**config.mk**
```make
export PLATFORM = sky130hd
export DESIGN_NAME = fetch_stage
export DESIGN_NICKNAME = d
export VERILOG_FILES = /design/src/rtl/fetch_stage.sv
export SDC_FILE = /design/constraint.sdc
export NUM_CORES = 1
export LEC_CHECK = 0
export BUFFER_PORTS_ARGS = -buffer_cell sky130_fd_sc_hd__buf_2
export CAP_MARGIN = 5
export CORE_MARGIN = 1
export CORE_UTILIZATION = 50
export DETAILED_ROUTE_END_ITERATION = 10
export GPL_TIMING_DRIVEN = 0
export MAX_ROUTING_LAYER = met4
export PLACE_DENSITY = 0.74
export SYNTH_ARGS = -nofsm -noshare
export SYNTH_HDL_FRONTEND = slang
export SYNTH_SLANG_ARGS = --single-unit
```
**constraint.sdc**
```tcl
create_clock -name i_clk -period 4.95 [get_ports i_clk]
set_input_delay 0.495 -clock i_clk [delete_from_list [all_inputs] [get_ports i_clk]]
set_output_delay 0.495 -clock i_clk [all_outputs]
set_load 0.02 [all_outputs]
```
**src/rtl/fetch_stage.sv**
```systemverilog
// Instruction-fetch stage: PC register, imem request, IF/ID pipeline register,
// one-entry skid buffer and delayed-branch redirect handling.
module fetch_stage #(
  parameter logic [31:0] RESET_PC = 32'h0000_0000
) (
  input  logic        i_clk,
  input  logic        i_rst_n,
  input  logic        i_stall,
  input  logic        i_flush,
  input  logic [31:0] i_flush_pc,
  input  logic        i_id_is_branch,
  input  logic [31:0] i_id_next_pc,
  output logic        o_imem_req,
  output logic [31:0] o_imem_addr,
  input  logic [31:0] i_imem_rdata,
  input  logic        i_imem_ready,
  output logic [31:0] o_if_pc,
  output logic [31:0] o_if_instr,
  output logic        o_if_valid
);

  typedef enum logic [1:0] {BOOT, FETCH, HOLD} state_e;

  state_e      state_q, state_d;
  logic [31:0] pc_q, pc_d;
  logic [31:0] redir_pc_q, redir_pc_d;
  logic        redir_pending_q, redir_pending_d;
  logic [31:0] buf_pc_q, buf_pc_d;
  logic [31:0] buf_instr_q, buf_instr_d;
  logic [31:0] if_pc_q, if_pc_d;
  logic [31:0] if_instr_q, if_instr_d;
  logic        if_valid_q, if_valid_d;

  logic complete;
  logic branch_leaving;

  assign o_imem_req     = (state_q == FETCH);
  assign o_imem_addr    = pc_q;
  assign o_if_pc        = if_pc_q;
  assign o_if_instr     = if_instr_q;
  assign o_if_valid     = if_valid_q;
  assign complete       = o_imem_req && i_imem_ready;
  assign branch_leaving = !i_stall && if_valid_q && i_id_is_branch;

  always_comb begin
    state_d         = state_q;
    pc_d            = pc_q;
    redir_pc_d      = redir_pc_q;
    redir_pending_d = redir_pending_q;
    buf_pc_d        = buf_pc_q;
    buf_instr_d     = buf_instr_q;
    if_pc_d         = if_pc_q;
    if_instr_d      = if_instr_q;
    if_valid_d      = if_valid_q;

    case (state_q)
      BOOT: state_d = FETCH;
      FETCH: begin
        if (complete) begin
          // The completing fetch is the delay slot when a branch leaves ID now
          if (branch_leaving)       pc_d = i_id_next_pc;
          else if (redir_pending_q) pc_d = redir_pc_q;
          else                      pc_d = pc_q + 32'd4;
          redir_pending_d = 1'b0;
          if (!i_stall) begin
            if_pc_d    = pc_q;
            if_instr_d = i_imem_rdata;
            if_valid_d = 1'b1;
          end else begin
            buf_pc_d    = pc_q;
            buf_instr_d = i_imem_rdata;
            state_d     = HOLD;
          end
        end else begin
          if (branch_leaving) begin
            redir_pc_d      = i_id_next_pc;
            redir_pending_d = 1'b1;
          end
          if (!i_stall) if_valid_d = 1'b0;
        end
      end
      HOLD: begin
        if (branch_leaving) pc_d = i_id_next_pc;
        if (!i_stall) begin
          if_pc_d    = buf_pc_q;
          if_instr_d = buf_instr_q;
          if_valid_d = 1'b1;
          state_d    = FETCH;
        end
      end
      default: state_d = BOOT;
    endcase

    // Flush wins over stall, redirect and any same-cycle completion
    if (i_flush && state_q != BOOT) begin
      pc_d            = i_flush_pc;
      redir_pending_d = 1'b0;
      if_pc_d         = if_pc_q;
      if_instr_d      = if_instr_q;
      if_valid_d      = 1'b0;
      state_d         = FETCH;
    end
  end

  always_ff @(posedge i_clk or negedge i_rst_n) begin
    if (!i_rst_n) begin
      state_q         <= BOOT;
      pc_q            <= RESET_PC;
      redir_pc_q      <= 32'd0;
      redir_pending_q <= 1'b0;
      buf_pc_q        <= 32'd0;
      buf_instr_q     <= 32'd0;
      if_pc_q         <= 32'd0;
      if_instr_q      <= 32'd0;
      if_valid_q      <= 1'b0;
    end else begin
      state_q         <= state_d;
      pc_q            <= pc_d;
      redir_pc_q      <= redir_pc_d;
      redir_pending_q <= redir_pending_d;
      buf_pc_q        <= buf_pc_d;
      buf_instr_q     <= buf_instr_d;
      if_pc_q         <= if_pc_d;
      if_instr_q      <= if_instr_d;
      if_valid_q      <= if_valid_d;
    end
  end

endmodule

```
==> metrics.md, run 1 <==
| Metric | Value |
|---|---|
| Synth Flop Type | `dfrtp_1` |
| Core ar. | `18700 sq um` |
| Share of async-settable or async-resettable flops after synthesis | `100%` |
| Power per Cell Area | `460 nW/um^2` |
| Syn-to-layout area delta | `19.9%` |
| R2R cell count | `6` |
| Die X | `140 microns` |
| Filler cells | `1615` |
| WS Path Type | `flip-flop to flip-flop` |
| Clock Skew | `0.0129 ns` |
| Most frequent cells in the layout | `buf_2, dfrtp_1, nand2_1` |
| Syn avg cell area | `10.4 sq um` |
| Final min period | `2.80 ns` |
| Fin. Hold Viols | `0` |
| Arr. time, crit path | `3.17 ns` |
| # rows | `50` |
| Fin nets | `1244` |
| TritonCTS Buffers | `17` |
| Status | `finished, final reports clean` |
| CTS tree | `built` |
| DRT iter0 DRCs | `662` |
| Buf/Inv on CP | `3` |
| Setup TNS | `0 ns` |
| Clk slew on worst S/H paths | `0.08 ns` |
| Worst slack at placement | `2.03 ns` |
| R2R Path End | `o_imem_addr[2]` |
| Initial Util | `51.1%` |
| Post-DR vias/cell | `5.90` |
| Port bufs | `198` |
| Final setup margin | `2.15 ns` |
| Via count | `8185` |
| Fmax | `0.357 GHz` |
| Leakage | `5.14 nW` |
| Post-CTS Setup Repair Bufs | `0` |
| Worst path slowest cell | `o21ai_1` |
| Worst setup SP type | `flip-flop` |
| Clk buf depth | `2` |
| Commonest non-fill, non-tap cell in the layout | `buf_2` |
| HP Class | `input pin to asynchronous set/reset pin` |
| DIE AREA | `19700 sq um` |
| Cts repair resizes | `0` |
| Die height | `140 microns` |
| Max incr delay on CP | `0.63 ns` |
| Syn nets | `1026` |
| Hold bufs inserted after CTS | `0` |
| CTS Root Cell | `clkbuf_16` |
| # clock sinks | `196` |
| Post-synth EDFFs | `0` |
| Largest net degree at the start of global routing | `104` |
| Seq cells post-synth | `196` |
| Crit-path cells | `clkbuf_1 > o21ai_1 > clkbuf_1 > clkbuf_1 > o211ai_1 > a31oi_1` |
| Vias in the first global route | `7606` |
| Fraction of layout cells with a size suffix above 1 | `30.2%` |
| Top-Level Pins | `200` |
| Total GRT Usage | `28.7%` |
| Slew margin rel. | `43.3%` |
| Inserted Diodes | `0` |
| R2R setup slack | `2.15 ns` |
| Antenna violations before repair | `0` |
| Worst path required time | `5.32 ns` |
| Max-cap violations | `0` |
| Clock latency on the worst-skew pair | `0.44 ns` |
| H-tree Lvls | `4` |
| WL/cell | `19.3 microns` |
| Largest fanout on the critical path | `10` |
| Pre-antenna DRT Iters | `5` |
| Post-synthesis sequential area ratio | `51.3%` |
| Final Slew Violations | `0` |
| Worst vdd ir | `0.000270 V` |
| RSZ-0062 raised after global routing | `false` |
| Synth unique cells | `57` |
| Final Setup Violations | `0` |
| Post-Synthesis Cell Area | `9570 sq um` |
| Worst path top cell family by delay | `buffers and inverters` |
| Synthesized netlist cell count | `923` |
| Reg-to-Reg Start | `state_q[1]` |
| Tcrit/Tclk final | `56.6%` |
| DP Wirelength | `19300 microns` |
| # DRC | `0` |
| Worst Tran Pin Value | `0.851 ns` |
| Kind of end point of the critical path | `flip-flop` |
| Remaining antenna violation count | `0` |
| Crit-path most repeated cell | `clkbuf_1` |
| RePlAce Congestion | `0.959` |
| Syn. warnings | `0` |
| Grt ovf | `0` |
| First-pass GRT wire length | `41700 microns` |
| Aggregate routed wire length | `26800 microns` |
| Hold slack final | `0.113 ns` |
cell families (layout without fill, tap and decap cells):
group | Yosys count | after routing | synth area share [%]
compound gates | 219 | 219 | 14.0
xor+xnor | 9 | 9 | 0.824
fa+ha+maj | 1 | 1 | 0.131
buf+inv | 78 | 309 | 3.31
flops | 196 | 196 | 51.3
mux | 161 | 161 | 18.1
simple gates | 259 | 259 | 12.4
layer usage:
metal  share of wire, %  routed length [microns]  track usage, %
met1                 44                    11700            38.9
met5                  0                        0               -
met2                 45                    12100            42.4
met4                2.5                      680            10.9
met3                8.6                     2320            6.12
Yosys cell counts, types with 3 or more instances:
master	instances	area [sq um]
nor3_1	12	60.1
and2_1	3	18.8
xor2_1	3	26.3
nor4_1	11	68.8
o22ai_1	15	93.8
buf_2	16	80.1
dfrtp_1	196	4900
buf_1	10	37.5
a2bb2oi_1	4	35.0
mux2i_1	67	671
xnor2_1	6	52.6
o31ai_1	5	37.5
a32oi_1	3	26.3
nand4_1	7	43.8
or3_1	8	50.1
o211ai_1	18	135
a221o_1	7	70.1
o21a_1	4	30.0
inv_1	5	18.8
nor2_1	37	139
o21ai_1	4	20.0
a31oi_1	8	50.1
o21ai_0	98	490
a21oi_1	31	155
a221oi_1	3	26.3
a21o_1	3	22.5
clkbuf_1	45	169
nand2_1	129	484
mux2_2	94	1060
and3_1	7	43.8
nand2b_1	3	18.8
nand3_1	28	140
nor2b_1	4	25.0
layout make-up:
type | count | area (sq um) | share of cell area [%]
Buffer | 72 | 294 | 2.56
Clock buffer | 17 | 425 | 3.71
Clock inverter | 15 | 161 | 1.41
Inverter | 6 | 22.5 | 0.196
Multi-Input combinational cell | 649 | 4340 | 37.9
Sequential cell | 196 | 4900 | 42.7
Tap cell | 234 | 293 | 2.55
Timing Repair Buffer | 199 | 1030 | 8.96
per-stage QoR:
| step | instance area, sq um | total power [mW] | cells | util, % |
|---|---|---|---|---|
| 3_3_place_gp | 10800 | 3.85 | 1355 | 58.0 |
| 3_5_place_dp | 10900 | 3.90 | 1356 | 58.2 |
| 2_1_floorplan | 9570 | 3.30 | 923 | - |
| 5_1_grt | 11500 | 5.55 | 1388 | 61.3 |
| 4_1_cts | 11500 | 5.29 | 1388 | 61.3 |
| 6_report | 11500 | 5.27 | 1388 | 61.3 |
state kept, by name, summed over array words and instances, names as in the netlist:
register and count:
buf_instr_q 32, buf_pc_q 32, o_if_instr 32, o_if_pc 32, o_imem_addr 32, redir_pc_q 32, state_q 2, o_if_valid 1
redir_pending_q 1
power by group:
part           total [mW]  switching [mW]  internal [mW]
Combinational        1.52           0.903          0.614
Sequential           2.37           0.322           2.05
Clock                1.39           0.669          0.718
Total                5.27            1.89           3.38
worst max path at each step:
stage,slack [ns],cells after the start,from,endpoint
after detailed placement,2.03,9,i_flush,o_if_pc[12]
after CTS,2.21,8,state_q[0],o_if_pc[23]
after global routing,1.91,8,state_q[0],o_if_pc[22]
final,2.15,6,state_q[1],o_imem_addr[2]
after floorplan,2.81,7,o_imem_addr[8],o_imem_addr[28]
after global placement,0.02,1,i_rst_n,o_if_instr[29]
Power figures use the tool's default switching activity.
==> inputs of run 2 (changes only) <==
PLACE_DENSITY = 0.77   (was 0.74)
clock period = 2.4 ns   (was 4.95 ns; I/O delays follow)
==> run 2 against run 1 <==
  * Global-route usage grew 0.83 points
  * Critical path type unchanged
  * Total power is 110% higher
  * Sequential share of layout area decreased by 0.32 points
  * Critical path depth stayed put
  * Via count grew 1.2%
  * Clock power rose by 110%
  * Count of clock-buffer cells in the layout is the same
  * Cell count increased by 0.22%
  * Routed wire length increased by 2.1%
  * Setup slack worse by 2.1 ns
  * Flip-flop and latch count did not move
==> metrics.md, run 2 (synthesized netlist as in run 1, its figures left out) <==
| Metric | Value |
|---|---|
| Worst vdd ir | `0.000590 V` |
| Worst Tran Pin Value | `0.742 ns` |
| Busiest layer in global routing | `met2` |
| Clock Skew | `0.0132 ns` |
| Worst path top cell family by delay | `simple AND/OR/NAND/NOR gates` |
| # rows | `50` |
| # DRC | `0` |
| DRT iter0 DRCs | `844` |
| Antenna violations before repair | `0` |
| Clk buf depth | `2` |
| Final setup margin | `0.0839 ns` |
| Total GRT Usage | `29.6%` |
| Aggregate routed wire length | `27400 microns` |
| Fin. Hold Viols | `0` |
| Syn-to-layout area delta | `20.9%` |
| # clock sinks | `196` |
| Final Power | `11.0 mW` |
| TritonCTS Buffers | `17` |
| RSZ-0062 raised after global routing | `false` |
| Leakage | `5.22 nW` |
| Status | `finished, final reports clean` |
| Worst slack at placement | `-0.297 ns` |
| CTS tree | `built` |
| Core ar. | `18700 sq um` |
| Commonest non-fill, non-tap cell in the layout | `buf_2` |
| Arr. time, crit path | `2.62 ns` |
| Largest net degree at the start of global routing | `111` |
| Worst path slowest cell | `or4_1` |
| Final Setup Violations | `0` |
| Top-Level Pins | `200` |
| Die height | `140 microns` |
| RePlAce Congestion | `0.971` |
| Clk slew on worst S/H paths | `0.08 ns` |
| Kind of end point of the critical path | `flip-flop` |
| Fmax | `0.432 GHz` |
| Most frequent cells in the layout | `buf_2, dfrtp_1, nand2_1` |
| Post-DR vias/cell | `5.95` |
| Fin nets | `1247` |
| Placed cell areas | `10900 sq um` |
| Clock latency on the worst-skew pair | `0.43 ns` |
| Buf/Inv on CP | `0` |
| Port bufs | `198` |
| Initial Util | `51.1%` |
| Crit-path cells | `ha_1 > nand4_1 > or4_1 > nor4_2 > mux2i_1 > o211ai_1` |
| DP Wirelength | `19800 microns` |
| Final min period | `2.32 ns` |
| Remaining antenna violation count | `0` |
| Via count | `8282` |
| Final instance area | `11600 sq um` |
| H-tree Lvls | `4` |
| Hold slack final | `0.0466 ns` |
| Max-cap violations | `0` |
| Max incr delay on CP | `0.56 ns` |
| Power per Cell Area | `947 nW/um^2` |
| GR Util met1 | `39.9%` |
| Inserted Diodes | `0` |
| Fraction of layout cells with a size suffix above 1 | `33.0%` |
| Final Slew Violations | `0` |
| Tcrit/Tclk final | `96.5%` |
| Largest fanout on the critical path | `10` |
| M2 GR Usage | `43.2%` |
| DIE AREA | `19700 sq um` |
| Vias in the first global route | `8011` |
| CTS Root Cell | `clkbuf_16` |
| GR Util met3 | `5.74%` |
| Pre-antenna DRT Iters | `6` |
| First-pass GRT wire length | `43300 microns` |
| Worst path required time | `2.71 ns` |
| WL/cell | `19.7 microns` |
| Worst setup SP type | `flip-flop` |
| HP Class | `input pin to flip-flop` |
| Die X | `140 microns` |
| Slew margin rel. | `50.1%` |
| Grt ovf | `0` |
| WS Path Type | `flip-flop to flip-flop` |
run 2: worst paths after layout:
| path | startpoint | endpoint | slack [ns] | cells after the start |
|---|---|---|---|---|
| worst min-delay path | i_flush_pc[31] | o_imem_addr[31] | 0.05 | 2 |
| max in group asynchronous | i_rst_n | o_if_instr[28] | 1.06 | 3 |
| worst min register to register | o_if_pc[27] | o_if_pc[27] | 0.48 | 2 |
| worst max register to register | o_imem_addr[2] | o_imem_addr[30] | 0.08 | 6 |
| worst max-delay path | o_imem_addr[2] | o_imem_addr[30] | 0.08 | 6 |
| min in group asynchronous | i_rst_n | o_if_valid | 0.37 | 2 |
run 2: routing by layer:
| metal | share of wire, % | wire, microns |
|---|---|---|
| met5 | 0 | 0 |
| met4 | 3.5 | 964 |
| met3 | 8.4 | 2290 |
| met2 | 45 | 12400 |
| met1 | 43 | 11700 |
run 2: through the flow:
stage,utilization [%],setup TNS (ns),cells
finish,61.8,0,1391
CTS,61.6,0,1389
detailed placement,58.2,-7.76,1356
global placement,58.0,-437.49,1355
global route,61.8,0,1391
floorplan,-,0,923
run 2: repair_timing:
action	CTS	global route
setup buffers	0	3
pin swaps	0	2
setup endpoints to repair	47	44
gates resized for setup	15	25
endpoints found under the hold margin	86	0
hold buffers	1	0
run 2: where the power goes:
group	switching (mW)	total, mW	internal [mW]
logic	1.89	3.17	1.29
clock network	1.39	2.88	1.49
registers	0.677	4.90	4.22
run 2: final cells by class:
cell class | count | area (sq um)
Fill cell | 1580 | 7140
Sequential cell | 196 | 4910
Multi-Input combinational cell | 649 | 4380
Timing Repair Buffer | 203 | 1060
Clock buffer | 17 | 425
Buffer | 71 | 317
Tap cell | 234 | 293
Clock inverter | 15 | 160
Inverter | 6 | 22.5
run 2: worst register-to-register path, delay by kind of cell, from the launching register on:
| family | cells | cell delay (ns) |
|---|---|---|
| muxes | 1 | 0.24 |
| adders and majority gates | 1 | 0.33 |
| DFF | 1 | 0.49 |
| and+or+nand+nor | 3 | 1.01 |
| AOI/OAI and AO/OA | 1 | 0.12 |
==> inputs of run 3 (changes only) <==
ABC_AREA = 1   (was not set)
clock period = 2.1 ns   (was 2.4 ns; I/O delays follow)
==> run 3 against run 2 <==
  * Via count increased by 11%
  * Total power rose by 68%
  * Non-clock buffer count rose by 2
  * Combinational power increased to 2.5 times the previous value
  * Die area increased by 1.1%
  * Count of clock-buffer cells in the layout is the same
  * Synthesized area is 1.1% higher
  * Clock skew decreased by 0.0034 ns
  * Global-route usage grew 1.2 points
  * Setup slack improved by 0.054 ns
  * Register-to-register slack gained 0.05 ns
  * Synthesized cell count rose by 34%
  * Critical endpoint is now o_imem_addr[26]
  * Largest cell class unchanged
==> metrics.md, run 3 <==
| Metric | Value |
|---|---|
| Grt ovf | `0` |
| Share of the synthesized area in the top cell type | `50.7%` |
| Synth area leader | `dfrtp_1` |
| Clk buf depth | `2` |
| Die height | `141 microns` |
| DRT iter0 DRCs | `703` |
| TritonCTS Buffers | `17` |
| Clock latency on the worst-skew pair | `0.45 ns` |
| Final instance area | `11800 sq um` |
| Detail Route met3 WL | `1910 microns` |
| Synthesized netlist cell count | `1235` |
| RSZ-0062 raised after global routing | `false` |
| Status | `finished, final reports clean` |
| Synth Flop Type | `dfrtp_1` |
| Wl on met1 | `12700 microns` |
| Final Setup Violations | `0` |
| Fraction of layout cells with a size suffix above 1 | `21.8%` |
| Via count | `9187` |
| Gate power share | `43.0%` |
| Largest net degree at the start of global routing | `112` |
| Post-DR vias/cell | `5.30` |
| WS Path Type | `flip-flop to flip-flop` |
| Top-Level Pins | `200` |
| Worst setup SP type | `flip-flop` |
| CTS Root Cell | `clkbuf_16` |
| Filler cells | `1655` |
| Die X | `141 microns` |
| Total GRT Usage | `30.7%` |
| Aggregate routed wire length | `28500 microns` |
| Fmax | `0.510 GHz` |
| Register area | `4910 sq um` |
| H-tree Lvls | `4` |
| # rows | `50` |
| DIE AREA | `19900 sq um` |
| Syn-to-layout area delta | `21.6%` |
| Remaining antenna violation count | `0` |
| Synth area leaders | `dfrtp_1, nand2_1, nor2_1, a21oi_1, a31oi_1` |
| # clock sinks | `196` |
| Initial Util | `51.4%` |
| Most common cell in the netlist | `nand2_1` |
| R2R setup slack | `0.14 ns` |
| Share of async-settable or async-resettable flops after synthesis | `100%` |
| Final min period | `1.96 ns` |
| Fin. Hold Viols | `0` |
| Clock power share | `18.6%` |
| HP Class | `input pin to flip-flop` |
| Int Power | `10.2 mW` |
| Commonest non-fill, non-tap cell in the layout | `nand2_1` |
| Vias in the first global route | `8755` |
| Syn. warnings | `0` |
| # DRC | `0` |
| Clock Skew | `0.00976 ns` |
| Topmost layer with routed signal wires | `met4` |
| Placed cell areas | `11000 sq um` |
| RePlAce Congestion | `0.959` |
| Fin nets | `1564` |
| Slew margin rel. | `45.3%` |
| Pre-antenna DRT Iters | `4` |
| Hold slack final | `0.00239 ns` |
| CTS tree | `built` |
| Worst Tran Pin Value | `0.821 ns` |
| Port bufs | `199` |
| Max-cap violations | `0` |
| Kind of end point of the critical path | `flip-flop` |
| Sw Ratio | `45.0%` |
| Post-synth EDFFs | `0` |
| Worst path required time | `2.44 ns` |
| Multi-input gate area | `4180 sq um` |
| Antenna violations before repair | `0` |
| Post-synthesis sequential area ratio | `50.7%` |
| Syn avg cell area | `7.83 sq um` |
| Seq cells post-synth | `196` |
| Worst vdd ir | `0.000815 V` |
| Syn nets | `1338` |
| Power per Cell Area | `1570 nW/um^2` |
| WL/cell | `16.4 microns` |
| Net Switching | `8.29 mW` |
| Clk slew on worst S/H paths | `0.08 ns` |
| Most frequent cells in the layout | `nand2_1, buf_2, dfrtp_1` |
| Leakage | `5.77 nW` |
| Core ar. | `18800 sq um` |
| Commonest cells in the synthesized netlist | `nand2_1, dfrtp_1, nor2_1` |
| Post-Synthesis Cell Area | `9670 sq um` |
| DP Wirelength | `21500 microns` |
| Final Slew Violations | `0` |
| Largest fanout on the critical path | `7` |
| Reg power frac | `38.4%` |
| Inserted Diodes | `0` |
| Synth unique cells | `30` |
| Post-CTS Setup Repair Bufs | `0` |
| First-pass GRT wire length | `45400 microns` |
| Tcrit/Tclk final | `93.4%` |
| Arr. time, crit path | `2.30 ns` |
| Routed wire length on met2 | `13000 microns` |
## run 3: cell count changes in the layout (fill, tap and decap cells not counted), sizes merged, moves of 16 or more
| cell | delta |
|---|---|
| a21oi | +51 |
| a31oi | +57 |
| inv | +69 |
| mux2 | -60 |
| mux2i | -67 |
| nand2 | +249 |
| nand3 | +17 |
| nor2 | +151 |
| o211ai | -16 |
| o21ai | -26 |
## run 3: power by group through the flow
stage | Clock, mW | Sequential (mW) | Combinational, mW
final | 3.43 | 7.08 | 7.93
after global routing | 3.60 | 7.34 | 8.79
after CTS | 3.46 | 7.04 | 7.85
after detailed placement | 0 | 7.10 | 7.79
after global placement | 0 | 7.01 | 7.62
after floorplan | 0 | 7.91 | 4.11
## run 3: cell families after synthesis
| family | share of synthesized area (%) |
|---|---|
| AND/OR/NAND/NOR | 25.1 |
| AO/OA/AOI/OAI | 13.5 |
| flip-flops | 50.7 |
| buffers and inverters | 6.30 |
| multiplexers | 3.96 |
| XOR/XNOR | 0.272 |
| adder cells (fa/ha/maj) | 0.129 |
## run 3: cell type report
class | count | share of cell area, %
repair buffers | 207 | 9.38
flip-flops and latches | 196 | 41.7
clock buffers | 17 | 3.62
clock inverters | 15 | 1.77
inverters | 77 | 2.46
well taps | 260 | 2.77
multi-input cells | 893 | 35.5
plain buffers | 69 | 2.78
## run 3: stage by stage
| step | total power, mW | util, % | setup slack (ns) | std cells | setup TNS [ns] |
|---|---|---|---|---|---|
| 2_1_floorplan | 12.0 | - | 0.351 | 1235 | 0 |
| 5_1_grt | 19.7 | 62.5 | 0.0365 | 1734 | 0 |
| 3_5_place_dp | 14.9 | 58.6 | -0.194 | 1695 | -0.463 |
| 4_1_cts | 18.4 | 62.3 | 0.0118 | 1734 | 0 |
| 3_3_place_gp | 14.6 | 58.4 | -2.35 | 1694 | -456.01 |
| 6_report | 18.4 | 62.5 | 0.138 | 1734 | 0 |
## run 3: what timing repair did
item,in CTS,in global routing
hold endpoints to repair,116,0
hold buffers,7,0
gates resized for setup,3,12
gates cloned,0,0
endpoints found under the setup margin,5,23
## run 3: critical path, stage by stage, from the launching register on
cell and delay [ns]:
dfrtp_2 0.49, ha_4 0.20, inv_1 0.08, nor2_4 0.19, nand2_1 0.16, inv_1 0.16, nand2_1 0.07, nand2_1 0.06
nand3_1 0.11, nand2_1 0.11, nand2_1 0.07, nand2_1 0.09, nand2_1 0.06
## run 3: per-layer routing
layer | GRT usage, % | up-vias
li1 | - | 4484
met1 | 40.9 | 4263
met2 | 47.0 | 382
met3 | 5.20 | 58
met4 | 12.0 | 0
met5 | - | -
## run 3: path summary, 6_finish.rpt
kind / start / end / cells after the start
min: i_imem_rdata[28] / buf_instr_q[28] / 2
max reg2reg: o_imem_addr[3] / o_imem_addr[26] / 12
max: o_imem_addr[3] / o_imem_addr[26] / 12
min in group asynchronous: i_rst_n / o_if_instr[18] / 2
min reg2reg: redir_pc_q[6] / redir_pc_q[6] / 2
max in group asynchronous: i_rst_n / o_imem_addr[18] / 3
